$ cat config.mk
export PLATFORM = sky130hd
export DESIGN_NAME = dsp_issue_scheduler
export DESIGN_NICKNAME = d
export VERILOG_FILES = /design/src/rtl/dsp_issue_scheduler.sv
export SDC_FILE = /design/constraint.sdc
export NUM_CORES = 1
export LEC_CHECK = 0
export ABC_AREA = 1
export CAP_MARGIN = 20
export CORE_MARGIN = 4
export CORE_UTILIZATION = 35
export DETAILED_ROUTE_END_ITERATION = 16
export GPL_TIMING_DRIVEN = 1
export HOLD_SLACK_MARGIN = 0.03
export PLACE_DENSITY = 0.77
export SLEW_MARGIN = 30
export SYNTH_ARGS = -nofsm -noshare
export SYNTH_HDL_FRONTEND = slang
export SYNTH_SLANG_ARGS = --single-unit
$ cat constraint.sdc
create_clock -name clk -period 1.8 [get_ports clk]
set_clock_uncertainty 0.05 [all_clocks]
set_input_delay 0.36 -clock clk [delete_from_list [all_inputs] [get_ports clk]]
set_output_delay 0.36 -clock clk [all_outputs]
set_load 0.02 [all_outputs]
$ cat src/rtl/dsp_issue_scheduler.sv
// Round-robin issue scheduler sharing one DSP MAC slice between two requesters.
// Optional MAC-chain grant lock is enabled with `define DSP_SCHED_MAC_LOCK_EN.
module dsp_issue_scheduler #(
  parameter int WIDTH         = 16,
  parameter int SHIFT_BITS    = 2,
  parameter int PIPELINE_BITS = 3
) (
  input  logic                       clk,
  input  logic                       rst_n,
  input  logic [1:0]                 req_valid,
  output logic [1:0]                 req_ready,
  input  logic [2*WIDTH-1:0]         req_aa,
  input  logic [2*WIDTH-1:0]         req_bb,
  input  logic [4*WIDTH-1:0]         req_cc,
  input  logic [3:0]                 req_mode,
  input  logic [1:0]                 req_mac,
  input  logic [1:0]                 req_last,
  input  logic [2*SHIFT_BITS-1:0]    req_shift_amount,
  input  logic [1:0]                 req_shift_dir,
  input  logic [PIPELINE_BITS-1:0]   cfg_pipe_stages,
  output logic                       dsp_start,
  output logic                       dsp_mac,
  output logic                       dsp_shift_dir,
  output logic [1:0]                 dsp_mode,
  output logic [SHIFT_BITS-1:0]      dsp_shift_amount,
  output logic [PIPELINE_BITS-1:0]   dsp_pipe_stages,
  output logic [WIDTH-1:0]           dsp_aa,
  output logic [WIDTH-1:0]           dsp_bb,
  output logic [2*WIDTH-1:0]         dsp_cc,
  input  logic [2*WIDTH-1:0]         dsp_out,
  output logic                       rsp_valid,
  output logic                       rsp_id,
  output logic [2*WIDTH-1:0]         rsp_data,
  output logic                       busy,
  output logic                       err_mode
);

  localparam int TAG_DEPTH = PIPELINE_BITS + 2;
  localparam logic [PIPELINE_BITS-1:0] PIPE_MAX = PIPELINE_BITS'(PIPELINE_BITS);

  logic                     ptr_q, ptr_d;
  logic                     dsp_start_q, dsp_start_d;
  logic                     dsp_mac_q, dsp_mac_d;
  logic                     dsp_shift_dir_q, dsp_shift_dir_d;
  logic [1:0]               dsp_mode_q, dsp_mode_d;
  logic [SHIFT_BITS-1:0]    dsp_shift_amount_q, dsp_shift_amount_d;
  logic [PIPELINE_BITS-1:0] dsp_pipe_stages_q, dsp_pipe_stages_d;
  logic [WIDTH-1:0]         dsp_aa_q, dsp_aa_d, dsp_bb_q, dsp_bb_d;
  logic [2*WIDTH-1:0]       dsp_cc_q, dsp_cc_d;
  logic                     rsp_valid_q, rsp_valid_d, rsp_id_q, rsp_id_d;
  logic [2*WIDTH-1:0]       rsp_data_q, rsp_data_d;
  logic                     err_mode_q, err_mode_d;
  logic [TAG_DEPTH-1:0]     tag_valid_q, tag_valid_d, tag_id_q, tag_id_d;

  logic [PIPELINE_BITS-1:0] pipe_sel;
  logic                     idle, pipe_conflict, accept, issue, win_id;
  logic [1:0]               mode_conflict, elig, grant, lock_ok, sel_mode;
  logic                     mac_en;

`ifdef DSP_SCHED_MAC_LOCK_EN
  logic lock_q, lock_d, lock_id_q, lock_id_d;
  logic sel_mac, sel_last;

  assign lock_ok  = lock_q ? {lock_id_q, ~lock_id_q} : 2'b11;
  assign sel_mac  = win_id ? req_mac[1]  : req_mac[0];
  assign sel_last = win_id ? req_last[1] : req_last[0];
  assign mac_en   = sel_mac;

  // A chain holds the grant from its first non-last mac op until its last op.
  always_comb begin
    lock_d    = lock_q;
    lock_id_d = lock_id_q;
    if (accept) begin
      if (sel_last) begin
        lock_d = 1'b0;
      end else if (sel_mac) begin
        lock_d    = 1'b1;
        lock_id_d = win_id;
      end
    end
  end

  always_ff @(posedge clk or negedge rst_n) begin
    if (!rst_n) begin
      lock_q    <= 1'b0;
      lock_id_q <= 1'b0;
    end else begin
      lock_q    <= lock_d;
      lock_id_q <= lock_id_d;
    end
  end
`else
  logic unused_mac_inputs;
  assign unused_mac_inputs = ^{req_mac, req_last};
  assign lock_ok = 2'b11;
  assign mac_en  = 1'b0;
`endif

  always_comb begin
    pipe_sel      = (cfg_pipe_stages > PIPE_MAX) ? PIPE_MAX : cfg_pipe_stages;
    idle          = ~|tag_valid_q;
    pipe_conflict = (pipe_sel != dsp_pipe_stages_q) && !idle;
    for (int i = 0; i < 2; i++) begin
      mode_conflict[i] = (req_mode[2*i +: 2] != 2'b11) &&
                         (req_mode[2*i +: 2] != dsp_mode_q) && !idle;
      elig[i] = req_valid[i] & ~mode_conflict[i] & ~pipe_conflict & lock_ok[i];
    end
    if (elig == 2'b11) grant = ptr_q ? 2'b10 : 2'b01;
    else               grant = elig;
    accept   = |grant;
    win_id   = grant[1];
    sel_mode = win_id ? req_mode[3:2] : req_mode[1:0];
    issue    = accept && (sel_mode != 2'b11);

    ptr_d              = accept ? ~win_id : ptr_q;
    err_mode_d         = err_mode_q | (accept && (sel_mode == 2'b11));
    dsp_start_d        = issue;
    dsp_mac_d          = issue & mac_en;
    dsp_aa_d           = '0;
    dsp_bb_d           = '0;
    dsp_cc_d           = '0;
    dsp_mode_d         = dsp_mode_q;
    dsp_shift_amount_d = dsp_shift_amount_q;
    dsp_shift_dir_d    = dsp_shift_dir_q;
    if (issue) begin
      dsp_aa_d           = win_id ? req_aa[WIDTH +: WIDTH] : req_aa[0 +: WIDTH];
      dsp_bb_d           = win_id ? req_bb[WIDTH +: WIDTH] : req_bb[0 +: WIDTH];
      dsp_cc_d           = win_id ? req_cc[2*WIDTH +: 2*WIDTH] : req_cc[0 +: 2*WIDTH];
      dsp_mode_d         = sel_mode;
      dsp_shift_amount_d = win_id ? req_shift_amount[SHIFT_BITS +: SHIFT_BITS]
                                  : req_shift_amount[0 +: SHIFT_BITS];
      dsp_shift_dir_d    = win_id ? req_shift_dir[1] : req_shift_dir[0];
    end
    dsp_pipe_stages_d = idle ? pipe_sel : dsp_pipe_stages_q;

    // Tags retire at the stage matching the active depth so the count stays exact.
    tag_valid_d[0] = issue;
    tag_id_d[0]    = win_id;
    for (int k = 1; k < TAG_DEPTH; k++) begin
      tag_valid_d[k] = tag_valid_q[k-1] && ((k - 1) < int'(dsp_pipe_stages_q));
      tag_id_d[k]    = tag_id_q[k-1];
    end
    rsp_valid_d = tag_valid_q[dsp_pipe_stages_q];
    rsp_id_d    = tag_id_q[dsp_pipe_stages_q];
    rsp_data_d  = dsp_out;
  end

  always_ff @(posedge clk or negedge rst_n) begin
    if (!rst_n) begin
      ptr_q              <= 1'b0;
      dsp_start_q        <= 1'b0;
      dsp_mac_q          <= 1'b0;
      dsp_shift_dir_q    <= 1'b0;
      dsp_mode_q         <= '0;
      dsp_shift_amount_q <= '0;
      dsp_pipe_stages_q  <= '0;
      dsp_aa_q           <= '0;
      dsp_bb_q           <= '0;
      dsp_cc_q           <= '0;
      rsp_valid_q        <= 1'b0;
      rsp_id_q           <= 1'b0;
      rsp_data_q         <= '0;
      err_mode_q         <= 1'b0;
      tag_valid_q        <= '0;
      tag_id_q           <= '0;
    end else begin
      ptr_q              <= ptr_d;
      dsp_start_q        <= dsp_start_d;
      dsp_mac_q          <= dsp_mac_d;
      dsp_shift_dir_q    <= dsp_shift_dir_d;
      dsp_mode_q         <= dsp_mode_d;
      dsp_shift_amount_q <= dsp_shift_amount_d;
      dsp_pipe_stages_q  <= dsp_pipe_stages_d;
      dsp_aa_q           <= dsp_aa_d;
      dsp_bb_q           <= dsp_bb_d;
      dsp_cc_q           <= dsp_cc_d;
      rsp_valid_q        <= rsp_valid_d;
      rsp_id_q           <= rsp_id_d;
      rsp_data_q         <= rsp_data_d;
      err_mode_q         <= err_mode_d;
      tag_valid_q        <= tag_valid_d;
      tag_id_q           <= tag_id_d;
    end
  end

  assign req_ready        = grant;
  assign dsp_start        = dsp_start_q;
  assign dsp_mac          = dsp_mac_q;
  assign dsp_shift_dir    = dsp_shift_dir_q;
  assign dsp_mode         = dsp_mode_q;
  assign dsp_shift_amount = dsp_shift_amount_q;
  assign dsp_pipe_stages  = dsp_pipe_stages_q;
  assign dsp_aa           = dsp_aa_q;
  assign dsp_bb           = dsp_bb_q;
  assign dsp_cc           = dsp_cc_q;
  assign rsp_valid        = rsp_valid_q;
  assign rsp_id           = rsp_id_q;
  assign rsp_data         = rsp_data_q;
  assign busy             = |tag_valid_q;
  assign err_mode         = err_mode_q;

endmodule
# Yosys cells after proc, flatten, opt, wreduce, memory -nomap -nowiden
# Cells that the tools add are included.
# classes
magnitude_cmp,6
n_eq_ne,8
mux,16
bitwise,9
reduce_logical,13
# ops
operator,count
16-bit 2-to-1 mux,4
32-bit 2-to-1 mux,2
1-bit logical AND,11
2-bit 2-to-1 mux,4
1-bit binary-select mux with 3-bit select,2
1-bit by 3-bit less-than comparator with 1-bit output (first input constant),2
2-bit by 3-bit less-than comparator with 1-bit output (first input constant),2
2-bit != test (second input constant),3
5-bit OR reduction,1
1-bit bitwise AND,4
2-bit equality test (second input constant),2
3-bit by 4-bit less-than comparator with 1-bit output (second input constant),1
2-bit != test,2
1-bit inverter,4
3-bit by 2-bit > comparator with 1-bit output (second input constant),1
1-bit 2-to-1 mux,3
3-bit 2-to-1 mux,1
3-bit != test,1
2-bit OR reduction,1
1-bit bitwise OR,1
# word_totals
register_bits,119
inputBits,181
elab_cells,67

# Depth between registers and ports, before layout
# logic_depth
word_depth,12
depth_mapped,15

# Worst setup path after synthesis
# Ideal clock, no wire load.
# synth_path
kind,flip-flop to flip-flop
start,register tag_valid_q[0]
end,"register dsp_aa_q[12], in the netlist dsp_aa[12]"
setup_time_ns,0.116
arrival_ns,1.797
required_ns,1.634
setup_slack_ns,-0.163
stages_incl_launch_ff,16
n_path_buf,3
path_cell_list,dfrtp_1 > inv_2 > nand2_1 > nor2_2 > nand2_2 > buf_6 > nand2_2 > nand2_1 > nor2_2 > nand3_1 > nand2_1 > nand2_4 > nand2_4 > buf_12 > buf_12 > nor2_4
# synth_via
elab_chain_len,11
word_cells_on_any_way,19
# synth_rtl
element,line,rtl
from (decl),53,"logic [TAG_DEPTH-1:0] tag_valid_q, tag_valid_d, tag_id_q, tag_id_d;"
from (signal assigned),181,tag_valid_q <= tag_valid_d;
5-bit OR reduction *,--,
net busy,34,"output logic busy,"
1-bit logical AND,105,(req_mode[2*i +: 2] != dsp_mode_q) && !idle;
1-bit inverter,106,elig[i] = req_valid[i] & ~mode_conflict[i] & ~pipe_conflict & lock_ok[i];
1-bit bitwise AND (2 in series),106,
2-bit equality test,108,if (elig == 2'b11) grant = ptr_q ? 2'b10 : 2'b01;
2-bit 2-to-1 mux *,108,
2-bit 2-to-1 mux,112,sel_mode = win_id ? req_mode[3:2] : req_mode[1:0];
2-bit != test,113,issue = accept && (sel_mode != 2'b11);
1-bit logical AND,113,
16-bit 2-to-1 mux *,125,if (issue) begin
net dsp_aa_d[12],48,"logic [WIDTH-1:0] dsp_aa_q, dsp_aa_d, dsp_bb_q, dsp_bb_d;"
to (signal assigned),174,dsp_aa_q <= dsp_aa_d;
to (decl),48,
# The timed path passes the listed nets; every way through them passes the cells marked *.
# A chain may end at the register's enable or synchronous reset.

# Final worst setup path
# layout_path
start,register tag_valid_q[0]
end,output port req_ready[1]
# layout_via
elab_chain_len,7
word_cells_on_any_way,13
# layout_rtl
element,line,rtl
5-bit OR reduction *,101,idle = ~|tag_valid_q;
1-bit logical AND,105,
1-bit inverter,106,
1-bit bitwise AND (2 in series),106,
2-bit equality test,108,
2-bit 2-to-1 mux *,108,
to (decl),11,"output logic [1:0] req_ready,"
# Mark *: on every way between the ends. The rest lies on a longest branch, timed or not.

==> out/qor.log <==
INFO  final_layout   design.final.nets=1103
INFO  timing         rsz0062_at_grt=true
INFO  timing         min_period=2.086ns
INFO  final_layout   antenna_cells_inserted=0
INFO  route          violation_count_after_the_first_detailed_route_iteration=148
INFO  synth          synth.yosys.warnings=0
INFO  final_layout   ff_latch_area=2955squm
INFO  critical_path  cp_data_required_time=1.39ns
INFO  synth          post_synth_fa_ha_maj_area_fraction=0%
INFO  outcome        outcome=finished, violations left
INFO  placement      dpl.hpwl=12350um
INFO  placement      gpl.final_weighted_congestion=0.8036
INFO  final_layout   multi_input_comb_area=2090squm
INFO  clock_network  cts-root-buf=clkbuf_16
INFO  clock_network  clk_pin_slew=0.06ns
INFO  synth          synthesis.instances=582
INFO  route          drt_first_pass_iters=6
INFO  final_layout   filler_cell_count=1153
INFO  outcome        violated_checks=setup timing
INFO  synth          post_synthesis_share_of_cell_area_spent_on_and_or_nand_and_nor_gates=31.28%
INFO  worst_hold_path worstHoldEndpoint=tag_id_q[1]
INFO  global_route   antenna_found_initial=0
INFO  pwr            static-leakage-power=0.005062uW
INFO  timing         period_share=115.9%
INFO  placement      placement.setup.worst_slack=-0.7669ns
INFO  placement      place.port_buffers=287
INFO  worst_hold_path min_path_cells=0
INFO  synth          ys_top_cells_by_area=dfrtp_1 56%, nand2_1 16%, nor2_4 10%, inv_1 5.7%, buf_12 2.3%
INFO  pwr            design_power_total=17560uW
INFO  flow_run       maxCapViolCount=0
INFO  critical_path  sort_of_element_at_the_end_of_the_critical_path=output pin
INFO  global_route   grt_remaining_overflow=0
INFO  pwr            p_per_area=1786nW/um^2
INFO  die            design.portCount=293
INFO  route          vias_per_cell=4.355
INFO  synth          number_of_nets_in_the_synthesized_netlist=763
INFO  synth          synth.avg_cell_area=9.135squm
INFO  die            die-width=131.2um
INFO  synth          synth_xor_xnor_area_share=0%
INFO  clock_network  clock_tree.htree_level_count=4
INFO  worst_hold_path hp-start=tag_id_q[0]
INFO  global_route   grt.total_usage=19.26%
INFO  critical_path  arrival=1.68ns
INFO  route          vias=4873
INFO  clock_network  number_of_buffers_inserted_during_clock_tree_synthesis=17
INFO  worst_hold_path min_path_type=register to register
INFO  die            starting_density_of_the_core=36.17%
INFO  critical_path  reg2reg_depth=12
INFO  synth          synth-compound-area-share=2.612%
INFO  route          drc=0
INFO  synth          synth-seq-cells=118
INFO  die            chipHeight=131.2um
INFO  timing         final-setup-viol-count=74
INFO  synth          yosysUniqueCellTypes=28
INFO  die            die-area=17230squm
INFO  clock_network  clk_latency=0.40ns
INFO  route          detail_route.wirelength=17560um
INFO  pwr            vdd_drop_max=833.3uV
INFO  critical_path  crit_fanout=8
INFO  critical_path  timing.critical_path.from_type=register
INFO  final_layout   final_layout_size_suffix_gt1_share=21.18%
INFO  die            core_outline_area=14700squm
INFO  global_route   grt_first_pass_wirelength=26050um
INFO  critical_path  crit-reg2reg-capture=dsp_aa[4]
INFO  clock_network  numClockSinks=118
INFO  final_layout   area.growth.synth_to_final=84.89%
INFO  timing         post-route-worst-setup-slack=-0.2859ns
INFO  synth          netlist_area=5316squm
INFO  synth          combinational_family_with_the_most_area_after_synthesis=simple AND/OR/NAND/NOR gates
INFO  clock_network  cts_tree=yes
INFO  synth          post-synth-top-area-cell=dfrtp_1
INFO  route          final_antenna_net_count=0
INFO  critical_path  reg2reg_slack=-0.22ns
INFO  global_route   grt_start_max_net_pins=50
INFO  route          wire_per_inst=15.69um
INFO  die            rows=44
INFO  timing         clock.fmax=479.4MHz
INFO  synth          synth_largest_type_area_fraction=55.54%
INFO  timing         drv_slew=0
INFO  critical_path  category_of_the_most_critical_setup_path=register to output pin
INFO  timing         report.final.hold_viol_count=0
INFO  global_route   grt_pass1_vias=4875
INFO  clock_network  cts_buffer_depth=2
INFO  synth          post_synth_mux_area_share=0%
INFO  critical_path  worst_r2r_startpoint=tag_valid_q[0]
INFO  synth          yosysSeqAreaShare=55.54%
routing by layer:
metal	global-route usage, %	vias to the layer above	wire length [um]
met2	35.57	196	9639
li1	-	2381	-
met5	0	-	0
met4	7.585	0	380
met3	6.154	28	1262
met1	20.40	2268	6280
state kept, by name, summed over array words and instances, names as in the netlist:
register	count
dsp_aa	16
dsp_bb	16
dsp_cc	32
dsp_mode	2
dsp_pipe_stages	3
dsp_shift_amount	2
dsp_shift_dir	1
err_mode	1
ptr_q	1
rsp_data	32
rsp_id	1
rsp_valid	1
tag_id_q	5
tag_valid_q	5
repair_timing:
| item | in CTS | in global routing |
|---|---|---|
| pin swaps | 10 | 7 |
| buffers inserted | 7 | 3 |
| hold endpoints to repair | 26 | 0 |
| endpoints found under the setup margin | 89 | 100 |
| resized for setup | 72 | 72 |
| gates cloned | 3 | 6 |
| hold buffers | 1 | 0 |
cell usage in the layout, fill, tap and decap left out, types with 7 or more instances in the layout:
cell and instances:
buf_12 7, buf_4 32, buf_6 9, clkbuf_16 23, clkdlybuf4s50_1 243, dfrtp_1 116, dlygate4sd2_1 14, dlymetal6s2s_1 25
inv_1 80, inv_2 8, nand2_1 224, nand3_1 9, nor2_4 63
kinds of logic (layout without fill, tap and decap cells):
group	after synthesis	in the layout
AO/OA/AOI/OAI	22	22
buffers and inverters	113	465
flip-flops	118	118
other	1	1
AND/OR/NAND/NOR	328	329
final cells by class:
cell class / count / share of cell area (%)
timing repair buffer: 344 / 37.23
sequential: 118 / 30.07
multi-input combinational: 352 / 21.26
clock buffer: 17 / 4.328
inverter: 89 / 3.424
tap: 184 / 2.342
clock inverter: 15 / 1.349
critical path, cell delays in order, from the launching register on:
cell and delay (ns):
dfrtp_2 0.40, inv_2 0.07, nand2_2 0.07, nor2_4 0.10, nand2_4 0.11, a21oi_4 0.20, nand3_4 0.12, inv_4 0.09
buf_6 0.11
stage by stage:
stage	hold WS, ns	utilization (%)	std cells	area, sq um	TNS (ns)
2_1_floorplan	0.01441	-	582	5321	-4.819
3_3_place_gp	0.2550	58.45	1069	8592	-43.78
3_5_place_dp	0.2567	58.45	1069	8592	-47.60
4_1_cts	0.3245	64.03	1110	9412	-15.37
5_1_grt	0.3291	66.87	1119	9829	-20.85
6_report	0.3229	66.87	1119	9829	-13.02
cell usage after synthesis:
library cell / n
inv_1: 81
nor2_2: 3
nand2_1: 233
nor2_4: 48
a221o_1: 1
buf_4: 5
buf_2: 8
inv_2: 8
nand3_2: 1
o21bai_1: 1
a21boi_0: 2
buf_12: 6
conb_1: 1
nand2_2: 4
nor2_1: 21
a21oi_1: 6
nand2_4: 2
nand3_1: 15
a21oi_2: 1
buf_6: 1
nand3_4: 1
o21ai_2: 2
dfrtp_1: 118
o21ai_0: 6
a211oi_1: 1
a21boi_1: 1
o21ai_1: 1
clkbuf_1: 4
worst max-delay path by stage:
stage | slack (ns) | endpoint | cells after the start | startpoint
6_report | -0.29 | req_ready[1] | 8 | tag_valid_q[0]
3_3_place_gp | -0.74 | req_ready[0] | 7 | cfg_pipe_stages[2]
2_1_floorplan | -0.1 | dsp_aa[12] | 15 | tag_valid_q[0]
3_5_place_dp | -0.77 | req_ready[0] | 8 | cfg_pipe_stages[2]
5_1_grt | -0.37 | req_ready[1] | 8 | tag_valid_q[0]
4_1_cts | -0.27 | req_ready[1] | 8 | tag_valid_q[0]
report_power, final:
part	switching, uW	total, uW	internal [uW]
logic	5800	10500	4710
registers	305	3890	3590
clock network	1250	3160	1900
No activity file was read; power rests on OpenSTA's default activity.
